[config.mk]
export PLATFORM = sky130hd
export DESIGN_NAME = mem_port_arbiter
export DESIGN_NICKNAME = d
export VERILOG_FILES = /design/src/rtl/mem_port_arbiter_pkg.sv /design/src/rtl/mem_port_arbiter_mem_array.sv /design/src/rtl/mem_port_arbiter.sv
export SDC_FILE = /design/constraint.sdc
export NUM_CORES = 1
export LEC_CHECK = 0
export ABC_AREA = 1
export BUFFER_PORTS_ARGS = -buffer_cell sky130_fd_sc_hd__buf_2
export CAP_MARGIN = 20
export CORE_ASPECT_RATIO = 1.1
export CORE_MARGIN = 3
export CORE_UTILIZATION = 45
export CTS_CLUSTER_SIZE = 40
export DETAILED_ROUTE_END_ITERATION = 16
export GPL_ROUTABILITY_DRIVEN = 1
export GPL_TIMING_DRIVEN = 0
export PLACE_DENSITY = 0.77
export SLEW_MARGIN = 10
export SYNTH_ARGS = -nofsm -noshare
export SYNTH_HDL_FRONTEND = slang
export SYNTH_SLANG_ARGS = --single-unit
[constraint.sdc]
create_clock -name clk -period 2.6 [get_ports clk]
set_clock_uncertainty 0.15 [all_clocks]
set_input_delay 0.26 -clock clk [delete_from_list [all_inputs] [get_ports clk]]
set_output_delay 0.26 -clock clk [all_outputs]
set_load 0.01 [all_outputs]
[src/rtl/mem_port_arbiter_pkg.sv]
// Shared types and constants for the two-port round-robin memory arbiter.
package mem_port_arbiter_pkg;

  typedef enum logic {
    IDLE   = 1'b0,
    ACCESS = 1'b1
  } state_t;

  localparam logic PORT0 = 1'b0;
  localparam logic PORT1 = 1'b1;

  localparam int DEF_DATA_W = 4;
  localparam int DEF_ADDR_W = 2;

endpackage

[src/rtl/mem_port_arbiter_mem_array.sv]
// Single-port DEPTH x DATA_W register array with registered read port.
module mem_array #(
  parameter int DATA_W = 4,
  parameter int ADDR_W = 2,
  parameter int DEPTH  = 4
) (
  input  logic              clk,
  input  logic              rst,
  input  logic              we,
  input  logic              re,
  input  logic [ADDR_W-1:0] addr,
  input  logic [DATA_W-1:0] wdata,
  output logic [DATA_W-1:0] rdata
);

  logic [DATA_W-1:0] mem [DEPTH];

  always_ff @(posedge clk or posedge rst) begin
    if (rst) begin
      for (int i = 0; i < DEPTH; i++) mem[i] <= '0;
      rdata <= '0;
    end else begin
      if (we) mem[addr] <= wdata;
      if (re) rdata <= mem[addr];
    end
  end

endmodule

[src/rtl/mem_port_arbiter.sv]
// Round-robin arbiter sharing one single-port scratch memory between two
// requesters; every access is a grant cycle followed by one ACCESS cycle.
module mem_port_arbiter
  import mem_port_arbiter_pkg::*;
#(
  parameter int DATA_W = DEF_DATA_W,
  parameter int ADDR_W = DEF_ADDR_W,
  parameter int DEPTH  = 2 ** ADDR_W
) (
  input  logic              clk,
  input  logic              rst,
  input  logic              en,
  input  logic              req0,
  input  logic              rw0,
  input  logic [ADDR_W-1:0] addr0,
  input  logic [DATA_W-1:0] wdata0,
  output logic              gnt0,
  output logic              done0,
  output logic [DATA_W-1:0] rdata0,
  input  logic              req1,
  input  logic              rw1,
  input  logic [ADDR_W-1:0] addr1,
  input  logic [DATA_W-1:0] wdata1,
  output logic              gnt1,
  output logic              done1,
  output logic [DATA_W-1:0] rdata1,
  output logic              busy
);

  state_t            state, state_next;
  logic              last_grant;
  logic              port_q, rw_q;
  logic [ADDR_W-1:0] addr_q;
  logic [DATA_W-1:0] wdata_q;

  logic              grant, winner, win_rw;
  logic [ADDR_W-1:0] win_addr;
  logic [DATA_W-1:0] win_wdata;

  logic              mem_we, mem_re;
  logic [ADDR_W-1:0] mem_addr;
  logic [DATA_W-1:0] mem_rdata;

  // The memory read is launched on the grant edge so read data can land in
  // rdata0/rdata1 exactly on the ACCESS edge.
  always_comb begin
    state_next = state;
    grant      = 1'b0;
    winner     = PORT0;
    if (req0 && req1) winner = (last_grant == PORT0) ? PORT1 : PORT0;
    else if (req1)    winner = PORT1;

    win_rw    = (winner == PORT1) ? rw1    : rw0;
    win_addr  = (winner == PORT1) ? addr1  : addr0;
    win_wdata = (winner == PORT1) ? wdata1 : wdata0;

    case (state)
      IDLE: begin
        if (en && (req0 || req1)) begin
          grant      = 1'b1;
          state_next = ACCESS;
        end
      end
      ACCESS:  state_next = IDLE;
      default: state_next = IDLE;
    endcase

    mem_we   = (state == ACCESS) && rw_q;
    mem_re   = grant && !win_rw;
    mem_addr = (state == ACCESS) ? addr_q : win_addr;
  end

  always_ff @(posedge clk or posedge rst) begin
    if (rst) state <= IDLE;
    else     state <= state_next;
  end

  always_ff @(posedge clk or posedge rst) begin
    if (rst) begin
      last_grant <= PORT1;
      port_q     <= PORT0;
      rw_q       <= 1'b0;
      addr_q     <= '0;
      wdata_q    <= '0;
      gnt0       <= 1'b0;
      gnt1       <= 1'b0;
      done0      <= 1'b0;
      done1      <= 1'b0;
      busy       <= 1'b0;
      rdata0     <= '0;
      rdata1     <= '0;
    end else begin
      gnt0  <= grant && (winner == PORT0);
      gnt1  <= grant && (winner == PORT1);
      done0 <= (state == ACCESS) && (port_q == PORT0);
      done1 <= (state == ACCESS) && (port_q == PORT1);
      busy  <= (state_next == ACCESS);
      if (grant) begin
        last_grant <= winner;
        port_q     <= winner;
        rw_q       <= win_rw;
        addr_q     <= win_addr;
        wdata_q    <= win_wdata;
      end
      if ((state == ACCESS) && !rw_q) begin
        if (port_q == PORT0) rdata0 <= mem_rdata;
        else                 rdata1 <= mem_rdata;
      end
    end
  end

  mem_array #(
    .DATA_W(DATA_W),
    .ADDR_W(ADDR_W),
    .DEPTH (DEPTH)
  ) u_mem (
    .clk  (clk),
    .rst  (rst),
    .we   (mem_we),
    .re   (mem_re),
    .addr (mem_addr),
    .wdata(wdata_q),
    .rdata(mem_rdata)
  );

endmodule

# == Word level (Yosys, flattened, before mapping) ==
# Index checks and enable logic that the tools add are counted.
# W data, S select, Z words.
# word_totals
reg_bits,42
out_inout_bits,13
in_bits,19
# classes
mux,16
order_cmp,2
reduce_logical,15
n_bitwise,4
# ops
op,count
$bwmux W16,1
$mux W4,4
$logic_and A1 B1 Y1,10
$bmux W4 S2,1
$demux W4 S2,1
$mux W1,6
$mux W2,2
$reduce_and A2 Y1,2
$ge A3 B3 Y1 const B,1
$lt A3 B1 Y1 const B,1
$not A1 Y1,3
$not A2 Y3,1
$logic_not A1 Y1,2
$pmux W1 S2,1
$logic_or A1 B1 Y1,1

# == Longest topological paths before layout ==
# Gate-level depths: netlist of the first run.
# depth
ltp_word,10
depth_mapped,10
mapped_depth_nobuf,10

# == Cells and area by module ==
# From an unflattened synthesis of the first run, not the netlist that was laid out.
# unflattened
cells_unflattened,229
area_unflattened_um2,1924.3
# by_module_without_submodules
mod,cells_each,n_inst,area_per_inst_um2
mem_port_arbiter,116,1,989.7
mem_array,113,1,934.6

# == Worst setup path after synthesis of the first run ==
# OpenSTA, ideal clock, no wires.
# synth_path
path_kind,reg2reg
startpoint,reg last_grant
endpoint,reg u_mem.mem[10] in the netlist's numbering
slack_ps,895
n_path_buf,0
t_required_ps,2333
path_stages_with_launch,10
synth_period_minus_slack_ps,1705
arrival_ps,1438
path_cell_list,dfstp_2 > nand2_1 > nand2_2 > nand2_1 > nand3_2 > nand2_8 > nor2_2 > nand2_1 > nand2_1 > nand2_1
# synth_between
elab_chain_len,10
elab_cells_between_ends,11
cone_classes,order compare: 2; mux: 7; bitwise: 1; reduce/logical: 1
# synth_lines
element,line_no,source
"start, declared",mem_port_arbiter.sv:31,logic last_grant;
"start signal, assigned",mem_port_arbiter.sv:99,last_grant <= winner;
$mux W1 * (2 in a row),mem_port_arbiter.sv:50,if (req0 && req1) winner = (last_grant == PORT0) ? PORT1 : PORT0;
$mux W2 *,mem_port_arbiter.sv:54,win_addr = (winner == PORT1) ? addr1 : addr0;
$mux W2 *,mem_port_arbiter.sv:70,mem_addr = (state == ACCESS) ? addr_q : win_addr;
$not A2 Y3 (not written as such) *,mem_port_arbiter_mem_array.sv:23,if (we) mem[addr] <= wdata;
$ge A3 B3 Y1 (not written as such) or $lt A3 B1 Y1 (tied branches),mem_port_arbiter_mem_array.sv:23,
$logic_and A1 B1 Y1 (not written as such),mem_port_arbiter_mem_array.sv:23,
$mux W4 (not written as such),mem_port_arbiter_mem_array.sv:23,
$demux W4 S2 *,mem_port_arbiter_mem_array.sv:23,
$bwmux W16 *,mem_port_arbiter_mem_array.sv:23,
"end signal, assigned by index",mem_port_arbiter_mem_array.sv:23,
"end, declared",mem_port_arbiter_mem_array.sv:16,logic [DATA_W-1:0] mem [DEPTH];
# Mark *: on every way between the ends. The rest lies on a longest branch, timed or not.
# A chain may end at the register's enable or synchronous reset.

# == Worst setup path in the final report of the first run ==
# layout_path
startpoint,reg last_grant
endpoint,reg u_mem.mem[8] in the netlist's numbering
# The elaborated chain is that of the path after synthesis.

==> flow_summary.ini, run 1 <==
[placed_design]
place_area_um2 = 2200
gp_congestion = 0.822
portBuffers = 31
dp_hpwl_mm = 2.86

[critical_path]
cpPeakStageDelay_ps = 540
path_class = reg2reg
cp-start-kind = flop
cp_num_buf_inv = 0
cp_max_fo = 9
arrival_ps = 1950
r2r_slack_ps = 680
critPathSlowestCell = dfstp_2
crit_top_cell = nand2_1
worst_setup_path_end_kind = flop
worstPathRequired_ps = 2630
cpLargestDelayFamily = simple AND/OR/NAND/NOR gates
path_cells = nand2_1 -> nand2_2 -> nand2_1 -> nand3_2 -> nand2_8 -> nor2_2 -> nand2_1 -> nand2_1 -> nand2_1

[synthesis]
muxShareOfSynthArea_pct = 0.575
ys_seq_elements = 42
syn_avg_cell_area_um2 = 8.33
synth-edff-count = 0
postSynthCellCount = 235
synthTopCellsByArea = dfrtp_1, nand2_1, nand3_1
synthAdderAreaFrac_pct = 0
synthTopCellsByCount = nand2_1, dfrtp_1, nand3_1
synth_compound_area_share_pct = 4.41
yosys.area.top_type = dfrtp_1
synth_most_common_cell = nand2_1
syn_nets = 254
synth_top_family_by_area = simple AND/OR/NAND/NOR gates
synth.cell_area_um2 = 1960
ys_types = 25
async_flop_share_pct = 100
ys_warn_count = 0
synth_top_area_share_pct = 52.4
synthFlopType = dfrtp_1
synth-xor-area-share_pct = 0
ys_seq_area_share_pct = 53.8
synth-simple-area-share_pct = 36.5

[floorplan]
core-area_um2 = 4080
die_x_um = 68.9
io_pins = 32
fp.dieH_um = 75.2
die_area_um2 = 5180
start_util_pct = 47.9
row_count = 24

[global_routing]
grt_max_degree = 31
grt_first_pass_wirelength_mm = 6.67
antenna_found_initial = 0
grt_remaining_overflow = 0
grt_pass1_vias = 1487
grt_util_all_layers_pct = 17.3

[pwr]
internal-power_mw = 1.34
swShare_pct = 34.3
p_leak_nw = 1.27
comb_power_share_pct = 28.0
cellPowerDensity_nw_per_um2 = 888
clkPwrFrac_pct = 20.8
p_sw_mw = 0.700
power_frac_seq_pct = 51.2
vdd.ir_drop.worst_uv = 472

[layout]
final_nets = 294
drive_gt1_share_pct = 22.1
stdcell_area_um2 = 2300
fillers = 384
antenna_cells = 0
areaGrowthSynthToFinish_pct = 17.5

[sta]
worst_slew_pin_slew_ps = 440
slew_violations = 0
hold_viol = 0
whs_ps = 13.5
grt_setup_unrepaired = false
setup_violations = 0
post-route-min-period_ps = 1920
max_freq_ghz = 0.520
setup_tns_ps = 0
relSlewSlack_pct = 70.3
post-route-period-util_pct = 74.0

[drt]
drtPass1Iterations = 4
drt_wl_total_mm = 3.82
drt_iter0_markers = 81
drc_errors = 0
vias = 1577
routed_via_density = 4.81
ant_nets = 0
routedWlPerCell_um = 11.7

[cts]
htreeDepth = 2
path_clk_slew_ps = 80
clk_path_buf_depth = 2
cts.sinks = 42
clk_latency_ps = 300
post_cts_buffers = 0
cts_tree = done
cts_buffers = 5
cts-root-buf = clkbuf_8

[job]
maxCapViolations = 0

[run_status]
status = complete, no violations

[worst_hold_path]
hold_class = in2reg
==> worst paths after layout <==
check                                start       endpoint  depth (start not counted)
worst max register to register  last_grant   u_mem.mem[8]                          9
worst min register to register  last_grant     last_grant                          2
worst min-delay path             wdata0[0]     wdata_q[0]                          3
max in group asynchronous              rst  u_mem.mem[12]                          4
min in group asynchronous              rst           gnt1                          3
worst max-delay path            last_grant   u_mem.mem[8]                          9
==> routing by layer <==
layer	part of all wire (%)	vias up	track usage, %
met5	0	-	0
li1	-	820	-
met2	49	26	28.4
met3	4.1	6	5.37
met4	1.4	0	5.84
met1	46	725	21.7
==> per-stage QoR <==
step | utilization, % | instances | total power [mW] | setup WS, ps
floorplan | - | 235 | 1.43 | 895
global placement | 53.3 | 318 | 1.60 | 715
detailed placement | 53.8 | 319 | 1.63 | 705
CTS | 56.3 | 328 | 2.06 | 689
global route | 56.3 | 328 | 2.23 | 526
finish | 56.3 | 328 | 2.04 | 677
==> power by group through the flow <==
stage / clock network, mW / logic (mW) / registers [mW]
final: 0.425 / 0.572 / 1.04
after global routing: 0.473 / 0.676 / 1.08
after CTS: 0.437 / 0.581 / 1.04
after detailed placement: 0 / 0.576 / 1.06
after global placement: 0 / 0.558 / 1.05
after floorplan: 0 / 0.387 / 1.05
==> cell families after synthesis <==
family | count (synthesis)
muxes | 1
DFF | 42
AOI/OAI and AO/OA | 14
buffers and inverters | 21
and+or+nand+nor | 157
==> tightest hold or removal path: cells and delay by family <==
family	cells	cell delay, ps
buffers and inverters	1	70
AND/OR/NAND/NOR	2	90
==> sequential cells by signal, indices dropped and copies added (netlist names) <==
| name | cells |
|---|---|
| addr_q | 2 |
| port_q | 1 |
| gnt0 | 1 |
| rw_q | 1 |
| busy | 1 |
| rdata0 | 4 |
| u_mem.mem | 16 |
| done0 | 1 |
| rdata1 | 4 |
| done1 | 1 |
| last_grant | 1 |
| gnt1 | 1 |
| wdata_q | 4 |
| u_mem.rdata | 4 |
==> placed cells by master (no fill, tap or decap), types with 2 or more instances in the layout <==
master,netlist,final
inv_2,4,5
nand2_1,111,111
nor2_2,3,3
nand3_1,31,31
clkbuf_8,0,6
inv_1,13,12
buf_2,1,32
nor2_1,4,4
dfrtp_1,41,41
o21ai_0,10,10
nand3_4,2,2
==> layout make-up <==
cell class | count | area (um2) | share of cell area (%)
Clock buffer | 7 | 86.3 | 3.76
Clock inverter | 1 | 5.00 | 0.218
Sequential cell | 42 | 1050 | 45.8
Tap cell | 52 | 65.1 | 2.83
Inverter | 19 | 76.3 | 3.32
Multi-Input combinational cell | 172 | 812 | 35.3
Timing Repair Buffer | 33 | 185 | 8.06
Buffer | 2 | 16.3 | 0.708
==> repair_timing <==
item                      4_1_cts  5_1_grt
gates resized for setup         0        0
hold buffers                    1        0
hold endpoints to repair       11        0
No activity file was read; power rests on OpenSTA's default activity.
==> inputs of run 2 (changes only) <==
PLACE_DENSITY = 0.79   (was 0.77)
clock period = 1.6 ns   (was 2.6 ns; I/O delays follow)
==> flow_summary.ini, run 2 (same netlist as run 1, synthesis figures left out) <==
[drt]
routedWlPerCell_um = 13.8
drc_errors = 0
ant_nets = 0
drt_iter0_markers = 79
drt_wl_total_mm = 4.76
vias = 1750
drtPass1Iterations = 4
routed_via_density = 5.06

[pwr]
p_leak_nw = 1.40
finalPower_mw = 3.67
cellPowerDensity_nw_per_um2 = 1400
vdd.ir_drop.worst_uv = 737

[placed_design]
portBuffers = 31
gp_congestion = 0.787
place_ws_ps = -183
dp_hpwl_mm = 2.95

[cts]
htreeDepth = 2
clk_latency_ps = 300
path_clk_slew_ps = 80
cts_buffers = 5
cts-root-buf = clkbuf_8
cts.sinks = 42
clk_path_buf_depth = 2
cts_tree = done

[global_routing]
antenna_found_initial = 0
grt_max_degree = 41
grt_remaining_overflow = 0
grt_first_pass_wirelength_mm = 7.85
grt_pass1_vias = 1710
grt_util_all_layers_pct = 20.6

[critical_path]
cp-start-kind = flop
path_class = reg2reg
cp_max_fo = 6
critPathLaunch = last_grant
worstPathRequired_ps = 1650
worst_setup_path_end_kind = flop
arrival_ps = 1800
r2r_start = last_grant

[floorplan]
row_count = 24
die_x_um = 68.9
start_util_pct = 47.9
io_pins = 32
fp.dieH_um = 75.2
core-area_um2 = 4080
die_area_um2 = 5180

[layout]
final_common_cell = nand2_1
largest-register = u_mem.mem
fillers = 324
antenna_cells = 0
drive_gt1_share_pct = 29.6
mostFrequentLayoutCells = nand2_1, dfrtp_1, buf_2, nand3_1, inv_1
largest_reg_flops = 16
areaGrowthSynthToFinish_pct = 33.6
final_nets = 312

[sta]
grt_setup_unrepaired = true
whs_ps = 46.7
slew_violations = 0
post-route-period-util_pct = 110
worst_slack_ps = -154
setup_violations = 21
worst_slew_pin_slew_ps = 376
max_freq_ghz = 0.570
post-route-min-period_ps = 1750
setup_tns_ps = -2270
relSlewSlack_pct = 74.9
hold_viol = 0

[run_status]
violations = setup timing
status = finished, violations left

[worst_hold_path]
min_from = en
hold_class = in2reg

[job]
maxCapViolations = 0
run 2: cell types whose count changed in the layout (fill, tap and decap cells not counted), sizes merged:
cell         change
bufinv           +1
dlygate4sd3      +8
clkinvlp         +2
buf             +10
clkbuf           -2
clkinv           -1
run 2: where the power goes:
| part | internal, mW | switching [mW] | leakage, nW |
|---|---|---|---|
| sequential | 1.45 | 0.271 | 0.538 |
| clock | 0.464 | 0.388 | 0.0504 |
| combinational | 0.470 | 0.622 | 0.811 |
| total | 2.39 | 1.28 | 1.40 |
run 2: worst max-delay path, cell delays in order, from the launching register on:
cell and delay [ps]:
dfstp_2 570, nand2_4 80, nand2_8 100, buf_6 100
mux2_4 300, nor2_4 150, inv_2 80, nand2_1 60
nand2_1 50
run 2: worst paths after layout:
path / end / slack [ps] / depth (start not counted)
worst max-delay path: u_mem.rdata[1] / -150 / 8
worst min-delay path: busy / 50 / 3
worst max register to register: u_mem.rdata[1] / -150 / 8
worst min register to register: u_mem.mem[10] / 330 / 2
max in group asynchronous: u_mem.mem[8] / 790 / 4
min in group asynchronous: busy / 120 / 3
run 2: what timing repair did:
action / 4_1_cts / 5_1_grt
setup buffers: 10 / 1
pin swaps: 6 / 4
hold endpoints to repair: 46 / 0
endpoints found under the setup margin: 21 / 27
gates resized for setup: 15 / 9
hold buffers: 9 / 0
cloned: 0 / 0
run 2: routing by layer:
metal  vias up  global-route usage, %  share of wire (%)
li1        857                      -                  -
met4         0                   8.23                3.8
met2        50                   35.4                 50
met5         -                      0                  0
met3        16                   5.82                3.9
met1       827                   24.2                 42
run 2: area by class of cell:
class	count	area, um2	share of cell area, %
repair buffers	51	364	13.9
flip-flops and latches	42	1050	40.3
well taps	52	65.1	2.49
plain buffers	2	16.3	0.622
clock buffers	5	68.8	2.63
multi-input cells	172	916	35.0
clock inverters	3	45.0	1.72
inverters	19	86.3	3.30
run 2: through the flow:
step	utilization [%]	std cells	instance area [um2]
after global placement	54.2	318	2210
after global routing	64.0	346	2620
after detailed placement	54.7	319	2230
final	64.0	346	2620
after CTS	63.0	345	2570
after floorplan	-	235	1990
